## src/rtl/game_pkg.sv

```systemverilog
// Key codes and selection-FSM encoding shared by the cursor/select controller and its buffer.
package game_pkg;

  typedef logic [2:0] key_code_t;

  localparam key_code_t KEY_UP     = 3'd0;
  localparam key_code_t KEY_DOWN   = 3'd1;
  localparam key_code_t KEY_LEFT   = 3'd2;
  localparam key_code_t KEY_RIGHT  = 3'd3;
  localparam key_code_t KEY_SELECT = 3'd4;
  localparam key_code_t KEY_CANCEL = 3'd5;

  typedef enum logic [1:0] {
    StIdle = 2'd0,
    StSel1 = 2'd1,
    StReq  = 2'd2
  } sel_state_e;

  // Codes above CANCEL are reserved and never reach the FSM or the buffer.
  function automatic logic is_valid_key(key_code_t code);
    return code <= KEY_CANCEL;
  endfunction

endpackage

```

## src/rtl/key_event_buf.sv

```systemverilog
// One-entry key event buffer; holds a single code while a swap request is outstanding.
module key_event_buf
  import game_pkg::*;
(
  input  logic      clk,
  input  logic      reset,
  input  logic      push,
  input  key_code_t din,
  input  logic      pop,
  output logic      push_ok,
  output logic      full,
  output key_code_t dout
);

  logic      full_q;
  key_code_t code_q;

  // A pop in the same cycle frees the slot for the incoming event.
  assign push_ok = !full_q || pop;

  always_ff @(posedge clk) begin
    if (reset) begin
      full_q <= 1'b0;
      code_q <= '0;
    end else if (push && push_ok) begin
      full_q <= 1'b1;
      code_q <= din;
    end else if (pop) begin
      full_q <= 1'b0;
    end
  end

  assign full = full_q;
  assign dout = code_q;

endmodule

```

## src/rtl/cursor_select_ctrl.sv

```systemverilog
// Turns key events into cursor motion and a two-cell swap request; buffers one event
// while the request is outstanding.
module cursor_select_ctrl
  import game_pkg::*;
#(
  parameter int unsigned COLS = 8,
  parameter int unsigned ROWS = 8,
  parameter bit          WRAP = 1'b1,
  localparam int unsigned XW  = $clog2(COLS),
  localparam int unsigned YW  = $clog2(ROWS)
) (
  input  logic          clk,
  input  logic          reset,
  input  key_code_t     key_code,
  input  logic          key_valid,
  output logic [XW-1:0] cur_x,
  output logic [YW-1:0] cur_y,
  output logic          sel_active,
  output logic [XW-1:0] sel_a_x,
  output logic [YW-1:0] sel_a_y,
  output logic [XW-1:0] sel_b_x,
  output logic [YW-1:0] sel_b_y,
  output logic          swap_req,
  input  logic          swap_ack,
  output logic          key_drop
);

  localparam logic [XW-1:0] XMax = XW'(COLS - 1);
  localparam logic [YW-1:0] YMax = YW'(ROWS - 1);

  sel_state_e    state_q, state_d;
  logic [XW-1:0] cur_x_q, cur_x_d, sel_a_x_q, sel_a_x_d, sel_b_x_q, sel_b_x_d;
  logic [YW-1:0] cur_y_q, cur_y_d, sel_a_y_q, sel_a_y_d, sel_b_y_q, sel_b_y_d;
  logic          drop_q;

  logic      key_ok, in_req, buf_full, buf_pop, buf_push, buf_push_ok, ev_valid;
  key_code_t buf_dout, ev_code;
  logic      on_a, adj_a;
  int        dx, dy;

  assign key_ok = key_valid && is_valid_key(key_code);
  assign in_req = (state_q == StReq);
  // Once an event is buffered, newer events queue behind it so key order is preserved.
  assign buf_pop  = !in_req && buf_full;
  assign buf_push = key_ok && (in_req || buf_full);
  assign ev_valid = buf_pop || (key_ok && !buf_push);
  assign ev_code  = buf_pop ? buf_dout : key_code;

  key_event_buf u_buf (
    .clk     (clk),
    .reset   (reset),
    .push    (buf_push),
    .din     (key_code),
    .pop     (buf_pop),
    .push_ok (buf_push_ok),
    .full    (buf_full),
    .dout    (buf_dout)
  );

  // Board adjacency is plain 4-neighbour distance; wrap never makes edge cells adjacent.
  always_comb begin
    dx    = int'(cur_x_q) - int'(sel_a_x_q);
    dy    = int'(cur_y_q) - int'(sel_a_y_q);
    on_a  = (dx == 0) && (dy == 0);
    adj_a = ((dx == 1 || dx == -1) && dy == 0) || ((dy == 1 || dy == -1) && dx == 0);
  end

  always_comb begin
    state_d   = state_q;
    cur_x_d   = cur_x_q;
    cur_y_d   = cur_y_q;
    sel_a_x_d = sel_a_x_q;
    sel_a_y_d = sel_a_y_q;
    sel_b_x_d = sel_b_x_q;
    sel_b_y_d = sel_b_y_q;
    if (ev_valid) begin
      case (ev_code)
        KEY_UP:    cur_y_d = (cur_y_q == '0) ? (WRAP ? YMax : '0) : cur_y_q - YW'(1);
        KEY_DOWN:  cur_y_d = (cur_y_q == YMax) ? (WRAP ? '0 : YMax) : cur_y_q + YW'(1);
        KEY_LEFT:  cur_x_d = (cur_x_q == '0) ? (WRAP ? XMax : '0) : cur_x_q - XW'(1);
        KEY_RIGHT: cur_x_d = (cur_x_q == XMax) ? (WRAP ? '0 : XMax) : cur_x_q + XW'(1);
        KEY_SELECT: begin
          if (state_q == StIdle) begin
            sel_a_x_d = cur_x_q;
            sel_a_y_d = cur_y_q;
            state_d   = StSel1;
          end else if (on_a) begin
            state_d = StIdle;
          end else if (adj_a) begin
            sel_b_x_d = cur_x_q;
            sel_b_y_d = cur_y_q;
            state_d   = StReq;
          end else begin
            sel_a_x_d = cur_x_q;
            sel_a_y_d = cur_y_q;
          end
        end
        KEY_CANCEL: if (state_q == StSel1) state_d = StIdle;
        default: ;
      endcase
    end
    if (in_req && swap_ack) state_d = StIdle;
  end

  always_ff @(posedge clk) begin
    if (reset) begin
      state_q   <= StIdle;
      cur_x_q   <= '0;
      cur_y_q   <= '0;
      sel_a_x_q <= '0;
      sel_a_y_q <= '0;
      sel_b_x_q <= '0;
      sel_b_y_q <= '0;
      drop_q    <= 1'b0;
    end else begin
      state_q   <= state_d;
      cur_x_q   <= cur_x_d;
      cur_y_q   <= cur_y_d;
      sel_a_x_q <= sel_a_x_d;
      sel_a_y_q <= sel_a_y_d;
      sel_b_x_q <= sel_b_x_d;
      sel_b_y_q <= sel_b_y_d;
      drop_q    <= buf_push && !buf_push_ok;
    end
  end

  assign cur_x      = cur_x_q;
  assign cur_y      = cur_y_q;
  assign sel_a_x    = sel_a_x_q;
  assign sel_a_y    = sel_a_y_q;
  assign sel_b_x    = sel_b_x_q;
  assign sel_b_y    = sel_b_y_q;
  assign sel_active = (state_q != StIdle);
  assign swap_req   = in_req;
  assign key_drop   = drop_q;

endmodule

```

## config.mk

```make
export PLATFORM = sky130hd
export DESIGN_NAME = cursor_select_ctrl
export DESIGN_NICKNAME = d
export VERILOG_FILES = /design/src/rtl/game_pkg.sv /design/src/rtl/key_event_buf.sv /design/src/rtl/cursor_select_ctrl.sv
export SDC_FILE = /design/constraint.sdc
export NUM_CORES = 1
export LEC_CHECK = 0
export ABC_AREA = 1
export BUFFER_PORTS_ARGS = -buffer_cell sky130_fd_sc_hd__buf_2
export CORE_MARGIN = 2
export CORE_UTILIZATION = 50
export CTS_CLUSTER_SIZE = 14
export DETAILED_ROUTE_END_ITERATION = 7
export GPL_TIMING_DRIVEN = 0
export PLACE_DENSITY = 0.81
export SLEW_MARGIN = 15
export SYNTH_ARGS = -nofsm -noshare
export SYNTH_HDL_FRONTEND = slang
export SYNTH_SLANG_ARGS = --single-unit
```

## constraint.sdc

```tcl
create_clock -name clk -period 6.02 [get_ports clk]
set_clock_uncertainty 0.1 [all_clocks]
set_input_delay 1.204 -clock clk [delete_from_list [all_inputs] [get_ports clk]]
set_output_delay 1.204 -clock clk [all_outputs]
set_load 0.02 [all_outputs]
```

==> results.md <==
- Share of layout cells above drive strength 1: 19.1%
- Setup CP Type: reg -> reg
- PD cells: 174 nW/um2
- Post-CTS sizing: 0
- Die X: 63.3 um
- CTS tree: yes
- Cell taking the most area after synthesis: dfxtp_1
- Setup crit end kind: register
- Final Slew Violations: 0
- DR vias/cell: 4.96
- Final setup viols: 0
- Number of H-tree levels: 1
- Critical path cell sequence: inv_1 -> ha_1 -> fa_1 -> xor2_1 -> nand2_1 -> nor2_2 -> nand2_1 -> nand3_2 -> nand2_2 -> buf_6 -> a21oi_1 -> nor2_1
- Seq/Total Area, Yosys: 28.4%
- Register area: 500 um2
- Placer congestion estimate: 0.944
- Die area: 4010 um2
- Grt total ovfl: 0
- Worst reg2reg setup slack: 3450 ps
- Worst Hold Slack: 358 ps
- Top area cells in the synthesized netlist: dfxtp_1 (28%), ha_1 (10%), inv_1 (9.6%)
- Outcome: finished, final reports clean
- Initial core utilization: 52.3%
- FILL cells: 347
- Final HPWL DP: 2.74 mm
- DR pass1 iterations: 4
- Worst setup SP type: register
- Arrival @ worst endpoint: 2700 ps
- RSZ-0062 raised after global routing: no
- Drt total wl: 3.49 mm
- Worst Setup SP: cur_x[0]
- Switching power: 113 uW
- Die span in y: 63.3 um
- Vias in the first global route: 1526
- Synthesized cell area: 1760 um2
- Synth top area share: 28.4%
- FF-to-FF End: sel_a_y[0]
- IO buf count: 27
- Vias: 1655
- Logic gate share of total power: 27.3%
- Clk_lat worst skew: 320 ps
- Cell mode on critical path: nand2_1
- Clock Tree Root: clkbuf_4
- Leakage power: 1.01 nW
- Drc violations: 0
- Cell Rows: 21
- Post-route ant nets: 0
- Clock sink count: 25
- CP max-delay cell: dfxtp_1
- GR Util All Layers: 19.6%
- Warnings, synthesis: 0
- Clk buf depth: 2
- Reg2reg start: cur_x[0]
- Clock power frac: 21.6%
- Worst Path Max Fanout: 10
- Num CTS Buffers: 3
- Flops & latches, synth: 25
- Seq pwr share: 51.1%
- R2R depth: 12
- Initial antenna violation count: 0
- Area grow syn2layout: 12.4%
- Post-route setup TNS: 0 ps
- CTS clock-pin slew for the worst setup and hold paths: 130 ps
- Data required, critical path: 6140 ps
- Highest clock rate: 388 MHz
- # IOs: 28
- Core ar.: 3360 um2
- Worst Hold Depth: 2
- DR WL/cell: 10.4 um
- Internal cell power: 232 uW
- Worst slew margin: 73.3%
- First-pass GRT wire length: 6.42 mm
- Worst VDD drop: 0.122 mV
- Syn_area_per_cell: 6.85 um2
- Max-Cap Viols: 0
- Commonest non-fill, non-tap cell in the layout: inv_1
- Tmin final: 2570 ps
- Unique cell type count in the Yosys netlist: 26
- Net count after synthesis: 280
- Worst slew pin tran: 398 ps
- Diode count: 0
- Area taken by multi-input logic gates: 1040 um2
- Final Cycle Share: 42.8%
- 1st-iter DRT viols: 76
- Hold Path End: u_buf.dout[2]
- Max incr delay on CP: 470 ps
- Pin count of the biggest net entering global routing: 14
- Commonest non-fill, non-tap cells in the layout: inv_1 (45), nand2_1 (42), nor2_1 (29)
- Path type of the worst min-delay path: reg -> reg
- Setup bufs post-CTS: 0
- Fin. Hold Viols: 0
- Sw Ratio: 32.8%
- Final nets: 312
- # hold bufs at CTS: 0
- Mapped Cells: 257
- Hold path startpoint: u_buf.dout[2]
stage by stage:
step | setup WS, ps | cell area (um2) | std cells | utilization (%) | total power [mW]
final | 3450 | 1980 | 334 | 58.8 | 0.345
after global routing | 3220 | 1980 | 334 | 58.8 | 0.369
after CTS | 3450 | 1980 | 334 | 58.8 | 0.347
after detailed placement | 3290 | 1950 | 330 | 58.0 | 0.274
after global placement | 3360 | 1950 | 330 | 58.0 | 0.270
after floorplan | 3610 | 1760 | 257 | - | 0.252
how the worst max path moves through the flow:
stage	slack, ps	endpoint
2_1_floorplan	3610	sel_b_x[2]
4_1_cts	3450	sel_a_y[0]
3_5_place_dp	3290	sel_b_x[0]
6_report	3450	sel_a_y[0]
3_3_place_gp	3360	sel_b_y[0]
5_1_grt	3220	sel_b_x[2]
Yosys cell counts (all sizes together):
cell    count
nand2      52
inv        45
nor2       31
a21oi      26
dfxtp      25
nand3      24
o21ai      18
ha         14
buf         5
xor2        5
fa          2
nor3        2
or2         2
xnor2       2
a21boi      1
a22oi       1
and3        1
nand4       1
cells by family after synthesis:
logic type / count (synthesis) / share of synthesized area, %
AO/OA/AOI/OAI: 46 / 13.4
XOR/XNOR: 7 / 3.49
buffers and inverters: 50 / 12.2
flip-flops: 25 / 28.4
adder cells (fa/ha/maj): 16 / 12.2
AND/OR/NAND/NOR: 113 / 30.2
flip-flops by register name, indices dropped and copies added, names as in the netlist:
name,count
cur_x,3
cur_y,3
key_drop,1
sel_a_x,3
sel_a_y,3
sel_b_x,3
sel_b_y,3
state_q,2
u_buf.dout,3
u_buf.full,1
worst max-delay path, delay by kind of cell (launching register included):
| family | cells | cell delay (ps) |
|---|---|---|
| AOI/OAI and AO/OA | 1 | 140 |
| xor gates and xnor gates | 1 | 190 |
| adders and majority gates | 2 | 680 |
| buffers and inverters | 2 | 320 |
| DFF | 1 | 470 |
| and+or+nand+nor | 6 | 590 |
metal layers:
metal	up-vias	global-route usage, %	part of all wire, %
li1	872	-	-
met1	731	24.2	48
met2	46	34.0	46
met3	6	4.11	4.6
met4	0	6.52	1.7
met5	-	0	0
area by class of cell:
| class | instances | share of cell area [%] |
|---|---|---|
| well taps | 46 | 2.91 |
| clock buffers | 4 | 1.33 |
| flip-flops and latches | 25 | 25.3 |
| inverters | 45 | 8.54 |
| repair buffers | 27 | 6.83 |
| plain buffers | 5 | 2.34 |
| multi-input cells | 182 | 52.8 |
power by group through the flow:
stage	combinational, mW	sequential (mW)	clock [mW]
after floorplan	0.0690	0.183	0
after global placement	0.0906	0.180	0
after detailed placement	0.0935	0.180	0
after CTS	0.0940	0.176	0.0763
after global routing	0.108	0.177	0.0840
final	0.0942	0.176	0.0744
(Power assumes the default switching activity.)
